File: src/rtl/mult_share_arbiter.sv
// Two-requester front end sharing one sequential shift-and-add multiplier.
// Round-robin grant in IDLE, W accumulate cycles in CALC, result held in DONE.
module mult_share_arbiter #(
  parameter int unsigned W = 4
) (
  input  logic           clk,
  input  logic           rst,
  input  logic           req0_valid,
  output logic           req0_ready,
  input  logic [W-1:0]   req0_m,
  input  logic [W-1:0]   req0_q,
  input  logic           req1_valid,
  output logic           req1_ready,
  input  logic [W-1:0]   req1_m,
  input  logic [W-1:0]   req1_q,
  output logic           res_valid,
  input  logic           res_ready,
  output logic [2*W-1:0] res_p,
  output logic           res_id,
  output logic           busy
);

  localparam int unsigned CW = (W > 1) ? $clog2(W) : 1;

  typedef enum logic [1:0] {IDLE, CALC, DONE} state_t;

  state_t         state_q, state_d;
  logic           rr_q, rr_d;
  logic [2*W-1:0] acc_q, acc_d;
  logic [CW-1:0]  cnt_q, cnt_d;
  logic [W-1:0]   m_q, m_d;
  logic [W-1:0]   q_q, q_d;
  logic           id_q, id_d;
  logic [2*W-1:0] res_p_q, res_p_d;
  logic           res_id_q, res_id_d;

  logic           grant0, grant1;
  logic [2*W-1:0] addend;

  always_comb begin
    state_d    = state_q;
    rr_d       = rr_q;
    acc_d      = acc_q;
    cnt_d      = cnt_q;
    m_d        = m_q;
    q_d        = q_q;
    id_d       = id_q;
    res_p_d    = res_p_q;
    res_id_d   = res_id_q;
    req0_ready = 1'b0;
    req1_ready = 1'b0;
    addend     = '0;

    // A lone valid wins outright; on contention rr picks (0 favours requester 0).
    grant0 = req0_valid && (!req1_valid || !rr_q);
    grant1 = req1_valid && (!req0_valid ||  rr_q);

    case (state_q)
      IDLE: begin
        req0_ready = !rst && grant0;
        req1_ready = !rst && grant1;
        if (grant0 || grant1) begin
          m_d     = grant1 ? req1_m : req0_m;
          q_d     = grant1 ? req1_q : req0_q;
          id_d    = grant1;
          rr_d    = !grant1;
          acc_d   = '0;
          cnt_d   = '0;
          state_d = CALC;
        end
      end
      CALC: begin
        if (q_q[cnt_q]) begin
          addend = {{W{1'b0}}, m_q} << cnt_q;
        end
        acc_d = acc_q + addend;
        cnt_d = cnt_q + 1'b1;
        if (cnt_q == CW'(W - 1)) begin
          res_p_d  = acc_d;
          res_id_d = id_q;
          state_d  = DONE;
        end
      end
      DONE: begin
        if (res_ready) begin
          state_d = IDLE;
        end
      end
      default: state_d = IDLE;
    endcase
  end

  always_ff @(posedge clk) begin
    if (rst) begin
      state_q  <= IDLE;
      rr_q     <= 1'b0;
      acc_q    <= '0;
      cnt_q    <= '0;
      m_q      <= '0;
      q_q      <= '0;
      id_q     <= 1'b0;
      res_p_q  <= '0;
      res_id_q <= 1'b0;
    end else begin
      state_q  <= state_d;
      rr_q     <= rr_d;
      acc_q    <= acc_d;
      cnt_q    <= cnt_d;
      m_q      <= m_d;
      q_q      <= q_d;
      id_q     <= id_d;
      res_p_q  <= res_p_d;
      res_id_q <= res_id_d;
    end
  end

  assign res_valid = (state_q == DONE);
  assign busy      = (state_q != IDLE);
  assign res_p     = res_p_q;
  assign res_id    = res_id_q;

endmodule
File: config.mk
export PLATFORM = sky130hd
export DESIGN_NAME = mult_share_arbiter
export DESIGN_NICKNAME = d
export VERILOG_FILES = /design/src/rtl/mult_share_arbiter.sv
export SDC_FILE = /design/constraint.sdc
export NUM_CORES = 1
export LEC_CHECK = 0
export BUFFER_PORTS_ARGS = -buffer_cell sky130_fd_sc_hd__buf_2
export CAP_MARGIN = 5
export CORE_UTILIZATION = 40
export DETAILED_ROUTE_END_ITERATION = 16
export HOLD_SLACK_MARGIN = 0.15
export SLEW_MARGIN = 30
export SYNTH_ARGS = -nofsm -noshare
export SYNTH_HDL_FRONTEND = slang
export SYNTH_SLANG_ARGS = --single-unit
File: constraint.sdc
create_clock -name clk -period 2.85 [get_ports clk]
set_clock_uncertainty 0.2 [all_clocks]
set_input_delay 0.1425 -clock clk [delete_from_list [all_inputs] [get_ports clk]]
set_output_delay 0.1425 -clock clk [all_outputs]
set_load 0.01 [all_outputs]
==> results of run 1 <==
cell usage in the layout (no fill, tap or decap), types with 2 or more instances in the layout:
cell / instances
a211o_1: 3
a211oi_1: 9
a21o_1: 3
a21oi_1: 16
and2_1: 4
buf_2: 33
buf_4: 4
clkbuf_1: 2
clkbuf_8: 5
dfxtp_1: 30
dlygate4sd3_1: 19
ha_1: 8
inv_1: 4
mux2i_1: 9
nand2_1: 20
nand2b_1: 3
nand3_1: 15
nand3b_1: 2
nand4_1: 3
nor2_1: 14
nor2b_1: 2
nor3_1: 6
nor3b_1: 2
o21a_1: 3
o21ai_0: 4
o31ai_1: 2
o41ai_1: 2
or3_1: 2
what timing repair did:
action	in CTS	in global routing
resized for setup	0	2
hold buffers	19	0
setup endpoints to repair	0	4
endpoints found under the hold margin	10	0
registers in the layout, indices dropped and copies added (netlist names):
name,count
res_p,8
id_q,1
res_id,1
cnt_q,2
q_q,4
rr_q,1
m_q,4
acc_q,8
state_q,2
kinds of logic after synthesis:
group | after synthesis | share of synthesized area
multiplexers | 11 | 0.0722
XOR/XNOR | 1 | 0.00510
adder cells (fa/ha/maj) | 9 | 0.0700
flip-flops | 31 | 0.362
AO/OA/AOI/OAI | 55 | 0.222
buffers and inverters | 16 | 0.0401
AND/OR/NAND/NOR | 79 | 0.230
power groups by stage:
stage	clock, uW	sequential [uW]	combinational [uW]
2_1_floorplan	0	476	99.6
3_3_place_gp	0	482	134
3_5_place_dp	0	481	135
4_1_cts	339	471	161
5_1_grt	359	475	182
6_report	334	472	162
final timing paths:
check,end,cells past startpoint,slack (ns)
max reg2reg,res_p[6],7,0.21
max,res_p[6],7,0.21
min,state_q[0],2,0.16
min reg2reg,res_p[3],2,0.25
worst max-delay path, stage by stage (launching register included):
cell       delay (ns)
dfxtp_1          0.35
mux4_2           0.52
and2_1           0.16
ha_1             0.35
a211o_1          0.37
a2111oi_2        0.31
nor3b_1          0.12
o31ai_1          0.19
area by class of cell:
type                            instances  area [sq um]
Fill cell                             380          1860
Multi-Input combinational cell        155          1030
Sequential cell                        31           622
Timing Repair Buffer                   56           385
Clock buffer                            7          76.3
Tap cell                               50          62.6
Inverter                                4          15.0
Clock inverter                          1          5.00
routing by layer:
layer	vias up	GRT usage	share of wire
li1	850	-	-
met1	752	0.256	0.49
met2	34	0.293	0.45
met3	7	0.0507	0.046
met4	0	0.0585	0.012
met5	-	0	0
per-stage QoR:
step            util  hold slack (ns)  setup slack, ns
2_1_floorplan      -           0.0586            0.226
3_5_place_dp   0.473            0.207            0.140
6_report       0.541            0.157            0.214
4_1_cts        0.540            0.157            0.129
3_3_place_gp   0.473            0.210            0.201
5_1_grt        0.541            0.220           0.0357
==> out/qor.csv, run 1 <==
metric;value;unit
status;complete, no violations;
R2R Path Start;cnt_q[0];
port bufs;33;
kind of critical path;flip-flop to flip-flop;
GRT overflow;0;
top-count cell post-synth;dfxtp_1;
Synth area leader;dfxtp_1;
DP Area;1920;sq um
vias;1643;
first-pass GRT wire length;6420;um
Die Ht;67.5;um
Via-to-Cell Ratio;5.40;
combinational power share;0.168;
share of cells above drive strength 1;0.197;
Setup TNS Final;0;ns
Layout Area Growth over Synthesis;28.0;%
later-pin clock latency in the skew report;0.28;ns
fin cells;304;
die footprint;4560;sq um
nets;283;
Pleak;0.000987;uW
WL/cell;12.9;um
synthesized cell area;1720;sq um
Seq pwr share;0.487;
pwr dens;440;nW/um^2
syn_area_per_cell;8.50;sq um
largest net degree at the start of global routing;34;
final worst path period need;2.64;ns
placed insts;277;
switch share;0.273;
Synth Net Count;232;
Hold Crit Class;input pin to flip-flop;
GRT Util Overall;0.190;
CTS root buf;clkbuf_8;
relative slew slack;0.407;
Crit path required time;2.85;ns
Peak Freq;379;MHz
initial drt markers;44;
Cells after Synth;202;
net switching power;264;uW
Post-Route WL;3920;um
hpwl dp;2700;um
post-synthesis sequential area ratio;0.362;
Clk pin slew, worst setup/hold paths;0.07;ns
TritonCTS Sinks;31;
design area;2200;sq um
Slew @ Worst Pin;0.883;ns
Ports;34;
final period utilization;0.925;
internal power;703;uW
CP Max Fanout;5;
Syn. warnings;0;
GP Congestion;0.852;
Antenna Diode Count;0;
TritonCTS clock tree;built;
Clk pwr share;0.345;
Die W;67.5;um
top cells by count, synth;dfxtp_1 (31), nand2_1 (20), a21oi_1 (17), nand3_1 (15), nor2_1 (14);
Yosys top cell area share;0.362;
Max Cap Violations;0;
final max-slew violation count;0;
Final ANT Viol Nets;0;
H-tree levels;2;
initial antenna violation count;0;
Starting Density;0.423;
Worst VDD drop;0.381;mV
Most used DFF post-synth;dfxtp_1;
synthesized flop and latch total;31;
Post-CTS Setup Inserts;0;
Inserted Clock Buffers;5;
CP startpoint;cnt_q[0];
DR DRC count;0;
element type at the critical path start;flip-flop;
Critical Path Sink Type;flip-flop;
EDFF count, synth;0;
final setup violation count;0;
Worst EP arrival;2.64;ns
drt pass-1 iters;4;
hold wc startpoint;rst;
setup repair after global routing missed its margin;no;
Post-synth ARST share;0;
core footprint;4060;sq um
post-synthesis cell type count;49;
Synth area leaders;dfxtp_1 (36%), ha_1 (5.8%), mux2i_1 (5.2%), a21oi_1 (5.0%), nand2_1 (4.4%);
Fin. Hold Viols;0;
Power, Total;968;uW
Clock Path Buffers;2;
vias in the first global route;1429;
Rows;23;
Power figures use the tool's default switching activity.
==> run 2: changes to the inputs <==
clock period = 3.4 ns   (was 2.85 ns; I/O delays follow)
==> out/qor.csv, run 2 (same netlist as run 1, synthesis figures left out) <==
metric;value;unit;change
vias in the first global route;1523;;was 1429
Fin. Hold Viols;0;;unchanged
first-pass GRT wire length;6690;um;was 6420 um
Critical Path Sink Type;flip-flop;;unchanged
Setup TNS Final;0;ns;unchanged
Hold Crit Class;input pin to flip-flop;;unchanged
Max Cap Violations;0;;unchanged
hpwl dp;2790;um;was 2700 um
kind of critical path;flip-flop to flip-flop;;unchanged
Clock Path Buffers;2;;unchanged
Antenna Diode Count;0;;unchanged
WL/cell;13.6;um;was 12.9 um
later-pin clock latency in the skew report;0.28;ns;about the same
final period utilization;0.879;;was 0.925
CTS root buf;clkbuf_8;;unchanged
nets;281;;was 283
TritonCTS Sinks;31;;unchanged
drt pass-1 iters;4;;unchanged
Worst EP arrival;2.96;ns;was 2.64 ns
final max-slew violation count;0;;unchanged
Via-to-Cell Ratio;5.51;;was 5.40
CP Max Fanout;16;;was 5
Clk pin slew, worst setup/hold paths;0.06;ns;was 0.07 ns
element type at the critical path start;flip-flop;;unchanged
GRT overflow;0;;unchanged
initial drt markers;70;;was 44
Slew @ Worst Pin;0.859;ns;was 0.883 ns
vias;1660;;was 1643
H-tree levels;2;;unchanged
Pleak;0.000981;uW;was 0.000987 uW
Final Util;0.538;;was 0.541
Worst VDD drop;0.219;mV;was 0.381 mV
Peak Freq;335;MHz;was 379 MHz
GRT Util Overall;0.198;;was 0.190
core footprint;4060;sq um;unchanged
status;complete, no violations;;unchanged
final setup violation count;0;;unchanged
commonest non-fill, non-tap cell in the layout;buf_2;;unchanged
Starting Density;0.423;;unchanged
Die Ht;67.5;um;unchanged
final worst path period need;2.99;ns;was 2.64 ns
port bufs;33;;unchanged
relative slew slack;0.424;;was 0.407
initial antenna violation count;0;;unchanged
commonest cells after routing, fill and taps aside;buf_2 (33), dfxtp_1 (31), nand2_1 (20);;was buf_2 (33), dfxtp_1 (30), nand2_1 (20)
Ports;34;;unchanged
setup repair after global routing missed its margin;no;;unchanged
Rows;23;;unchanged
TritonCTS clock tree;built;;unchanged
Inserted Clock Buffers;5;;unchanged
Die W;67.5;um;unchanged
share of cells above drive strength 1;0.187;;was 0.197
DR DRC count;0;;unchanged
R2R Setup Slk;0.41;ns;was 0.21 ns
Post-Route WL;4090;um;was 3920 um
CTS resizes;0;;unchanged
# fillers;399;;was 380
die footprint;4560;sq um;unchanged
Layout Area Growth over Synthesis;27.2;%;was 28.0%
Crit path required time;3.37;ns;was 2.85 ns
largest net degree at the start of global routing;34;;unchanged
GP Congestion;0.816;;was 0.852
Final ANT Viol Nets;0;;unchanged
pwr dens;376;nW/um^2;was 440 nW/um^2
-- run 2: path summary, 6_finish.rpt --
path | start | to | cells past startpoint
max reg2reg | cnt_q[0] | acc_q[7] | 7
max | cnt_q[0] | acc_q[7] | 7
min | rst | state_q[0] | 2
min reg2reg | res_p[1] | res_p[1] | 2
-- run 2: critical path: stages, from the launching register on --
cell and delay [ns]:
dfxtp_1 0.59, mux4_2 0.58, and2_1 0.16, ha_1 0.34, a21oi_1 0.29, a21oi_1 0.15, or2_0 0.28, a211o_1 0.28
-- run 2: timing repair --
item,in CTS,in global routing
endpoints found under the hold margin,10,0
buffers inserted,0,0
hold buffers,19,0
endpoints found under the setup margin,0,0
-- run 2: layer usage --
metal,share of wire,up-vias,track usage
met5,0,-,0
met1,0.48,775,0.242
met4,0.013,0,0.0691
met2,0.48,33,0.330
met3,0.031,9,0.0524
li1,-,843,-
-- run 2: power by group --
group | leakage (uW) | internal [uW] | total (uW) | switching (uW)
registers | 0.000253 | 380 | 399 | 19.5
logic | 0.000681 | 65.1 | 132 | 67.0
clock network | 0.0000470 | 159 | 290 | 132
-- run 2: area by class of cell --
type,instances,area [sq um],share of cell area
well taps,50,62.6,0.0287
inverters,4,15.0,0.00688
clock buffers,6,82.6,0.0378
multi-input cells,155,1030,0.470
clock inverters,1,5.00,0.00229
repair buffers,54,370,0.170
flip-flops and latches,31,621,0.284
-- run 2: metrics by stage --
step	instances	hold WS, ns	worst slack [ns]	total power [uW]	area (sq um)
final	301	0.200	0.411	822	2180
after global routing	301	0.237	0.237	860	2180
after CTS	301	0.211	0.409	828	2180
after detailed placement	275	0.234	0.421	516	1910
after global placement	275	0.234	0.519	514	1910
after floorplan	202	0.0861	0.776	482	1720
==> run 3: changes to the inputs <==
ABC_AREA = 1   (was default)
SETUP_SLACK_MARGIN = 0.5   (was default)
clock period = 3 ns   (was 3.4 ns; I/O delays follow)
==> out/qor.csv, run 3 <==
metric;value;unit;change
final worst path period need;2.32;ns;was 2.99 ns
commonest cells after routing, fill and taps aside;nand2_1 (83), inv_1 (36), buf_2 (33);;was buf_2 (33), dfxtp_1 (31), nand2_1 (20)
final period utilization;0.775;;was 0.879
top cells by count, synth;nand2_1 (83), inv_1 (37), dfxtp_1 (31), a21oi_1 (29), o21ai_0 (18);;was dfxtp_1 (31), nand2_1 (20), a21oi_1 (17), nand3_1 (15), nor2_1 (14)
Die W;68.9;um;was 67.5 um
Post-synth ARST share;0;;unchanged
cell-by-cell trace of the critical path;o21ai_4 -> buf_12 -> nand2_1 -> o21ai_0 -> dlygate4sd3_1 -> nand2_1 -> a21oi_1 -> dlygate4sd3_1;;was mux4_2 -> and2_1 -> ha_1 -> a21oi_1 -> a21oi_1 -> or2_0 -> a211o_1
GRT Util Overall;0.203;;was 0.198
synthesized cell area;1790;sq um;was 1720 sq um
Clock Path Buffers;2;;unchanged
Post-Route WL;4200;um;was 4090 um
synthesized flop and latch total;31;;unchanged
Critical Path Sink Type;flip-flop;;unchanged
Max Cap Violations;0;;unchanged
share of cells above drive strength 1;0.206;;was 0.187
Peak Freq;430;MHz;was 335 MHz
Slew @ Worst Pin;0.523;ns;was 0.859 ns
Via-to-Cell Ratio;4.82;;was 5.51
Synth Net Count;299;;was 232
vias in the first global route;1704;;was 1523
critical path's largest stage delay;0.57;ns;was 0.59 ns
Cells after Synth;269;;was 202
setup repair after global routing missed its margin;yes;;was no
TritonCTS Sinks;31;;unchanged
post-synthesis cell type count;27;;was 49
port bufs;33;;unchanged
Ports;34;;unchanged
Setup TNS Final;0;ns;unchanged
top-count cell post-synth;nand2_1;;was dfxtp_1
Worst VDD drop;0.338;mV;was 0.219 mV
pwr dens;406;nW/um^2;was 376 nW/um^2
Final Util;0.578;;was 0.538
Final ANT Viol Nets;0;;unchanged
nets;359;;was 281
critical path's slowest cell;dlygate4sd3_1;;was dfxtp_1
Yosys top cell area share;0.347;;was 0.362
GP Congestion;0.883;;was 0.816
Layout Area Growth over Synthesis;34.0;%;was 27.2%
die footprint;4740;sq um;was 4560 sq um
Crit path max-delay family;buffers and inverters;;was compound AO/OA/AOI/OAI gates
relative slew slack;0.651;;was 0.424
status;complete, no violations;;unchanged
Fin. Hold Viols;0;;unchanged
CTS root buf;clkbuf_8;;unchanged
Starting Density;0.431;;was 0.423
final setup violation count;0;;unchanged
WL/cell;11.1;um;was 13.6 um
DP Area;1980;sq um;was 1910 sq um
TritonCTS clock tree;built;;unchanged
Synth area leader;dfxtp_1;;unchanged
drt pass-1 iters;4;;unchanged
Worst EP arrival;2.35;ns;was 2.96 ns
Buf+Inv Stages, Crit Path;3;;was 0
EDFF count, synth;0;;unchanged
Inserted Clock Buffers;5;;unchanged
Pleak;0.00118;uW;was 0.000981 uW
syn_area_per_cell;6.65;sq um;was 8.50 sq um
setup ws final;0.676;ns;was 0.411 ns
first-pass GRT wire length;7130;um;was 6690 um
Synth area leaders;dfxtp_1 (35%), nand2_1 (17%), a21oi_1 (8.1%), inv_1 (7.8%), ha_1 (5.6%);;was dfxtp_1 (36%), ha_1 (5.8%), mux2i_1 (5.2%), a21oi_1 (5.0%), nand2_1 (4.4%)
initial antenna violation count;0;;unchanged
initial drt markers;105;;was 70
Crit path required time;3.02;ns;was 3.37 ns
commonest non-fill, non-tap cell in the layout;nand2_1;;was buf_2
post-synthesis sequential area ratio;0.347;;was 0.362
R2R Setup Slk;0.68;ns;was 0.41 ns
final max-slew violation count;0;;unchanged
design area;2400;sq um;was 2180 sq um
Most used DFF post-synth;dfxtp_1;;unchanged
core footprint;4140;sq um;was 4060 sq um
Syn. warnings;0;;unchanged
CP Max Fanout;15;;was 16
largest net degree at the start of global routing;27;;was 34
element type at the critical path start;flip-flop;;unchanged
DR DRC count;0;;unchanged
vias;1832;;was 1660
Rows;23;;unchanged
Die Ht;68.9;um;was 67.5 um
kind of critical path;flip-flop to flip-flop;;unchanged
Place WS;0.550;ns;was 0.421 ns
hpwl dp;2870;um;was 2790 um
Antenna Diode Count;0;;unchanged
Hold Crit Class;input pin to flip-flop;;unchanged
H-tree levels;2;;unchanged
later-pin clock latency in the skew report;0.28;ns;about the same
GRT overflow;0;;unchanged
Clk pin slew, worst setup/hold paths;0.06;ns;about the same
-- run 3: cell count changes in the layout (fill, tap and decap cells not counted), moves of 5 or more --
cell / previous run / this run
nor3_1: 6 / 1
mux2i_1: 9 / 1
o21ai_0: 4 / 16
inv_1: 4 / 36
a21oi_1: 17 / 26
a211oi_1: 9 / 0
nand2_1: 20 / 83
-- run 3: repair_timing --
item	CTS	global route
endpoints found under the setup margin	0	13
buffers inserted	0	4
hold endpoints to repair	10	2
gates resized for setup	0	16
hold buffers	22	1
-- run 3: per-stage QoR --
stage / hold slack (ns) / total power [uW] / instances
floorplan: 0.117 / 576 / 269
global placement: 0.207 / 617 / 345
detailed placement: 0.208 / 619 / 345
CTS: 0.164 / 960 / 375
global route: 0.280 / 1030 / 380
finish: 0.259 / 974 / 380
-- run 3: worst paths after layout --
kind              startpoint          to  depth (start not counted)
setup / recovery        rr_q      m_q[2]                          8
hold / removal    req0_valid  state_q[0]                          5
setup reg to reg        rr_q      m_q[2]                          8
hold reg to reg     res_p[1]    res_p[1]                          2
-- run 3: per-layer routing --
metal | vias to the layer above | wire length (um) | track usage
met4 | 0 | 25 | 0.0689
met5 | - | 0 | 0
met3 | 2 | 172 | 0.0576
li1 | 972 | - | -
met2 | 37 | 1930 | 0.316
met1 | 821 | 2080 | 0.268
-- run 3: worst min-delay path, stage by stage --
cell	delay, ns
buf_2	0.09
nand2_1	0.07
nand2_2	0.07
nand2_2	0.16
a21oi_1	0.16
-- run 3: where the power goes --
part | total, uW | switching (uW) | internal [uW]
Clock | 312 | 150 | 162
Combinational | 215 | 117 | 98.1
Sequential | 446 | 14.6 | 432
-- run 3: area by class of cell --
class                      count  area, sq um
fill                         422         1750
multi-input combinational    191         1030
sequential                    31          623
timing repair buffer          61          445
inverter                      39          149
clock buffer                   7         76.3
tap                           50         62.6
clock inverter                 1         5.00
-- run 3: logic make-up after synthesis --
kind of cell / synth area share
adders and majority gates: 0.0672
and+or+nand+nor: 0.299
DFF: 0.347
AOI/OAI and AO/OA: 0.170
buffers and inverters: 0.106
muxes: 0.00560
xor gates and xnor gates: 0.00490
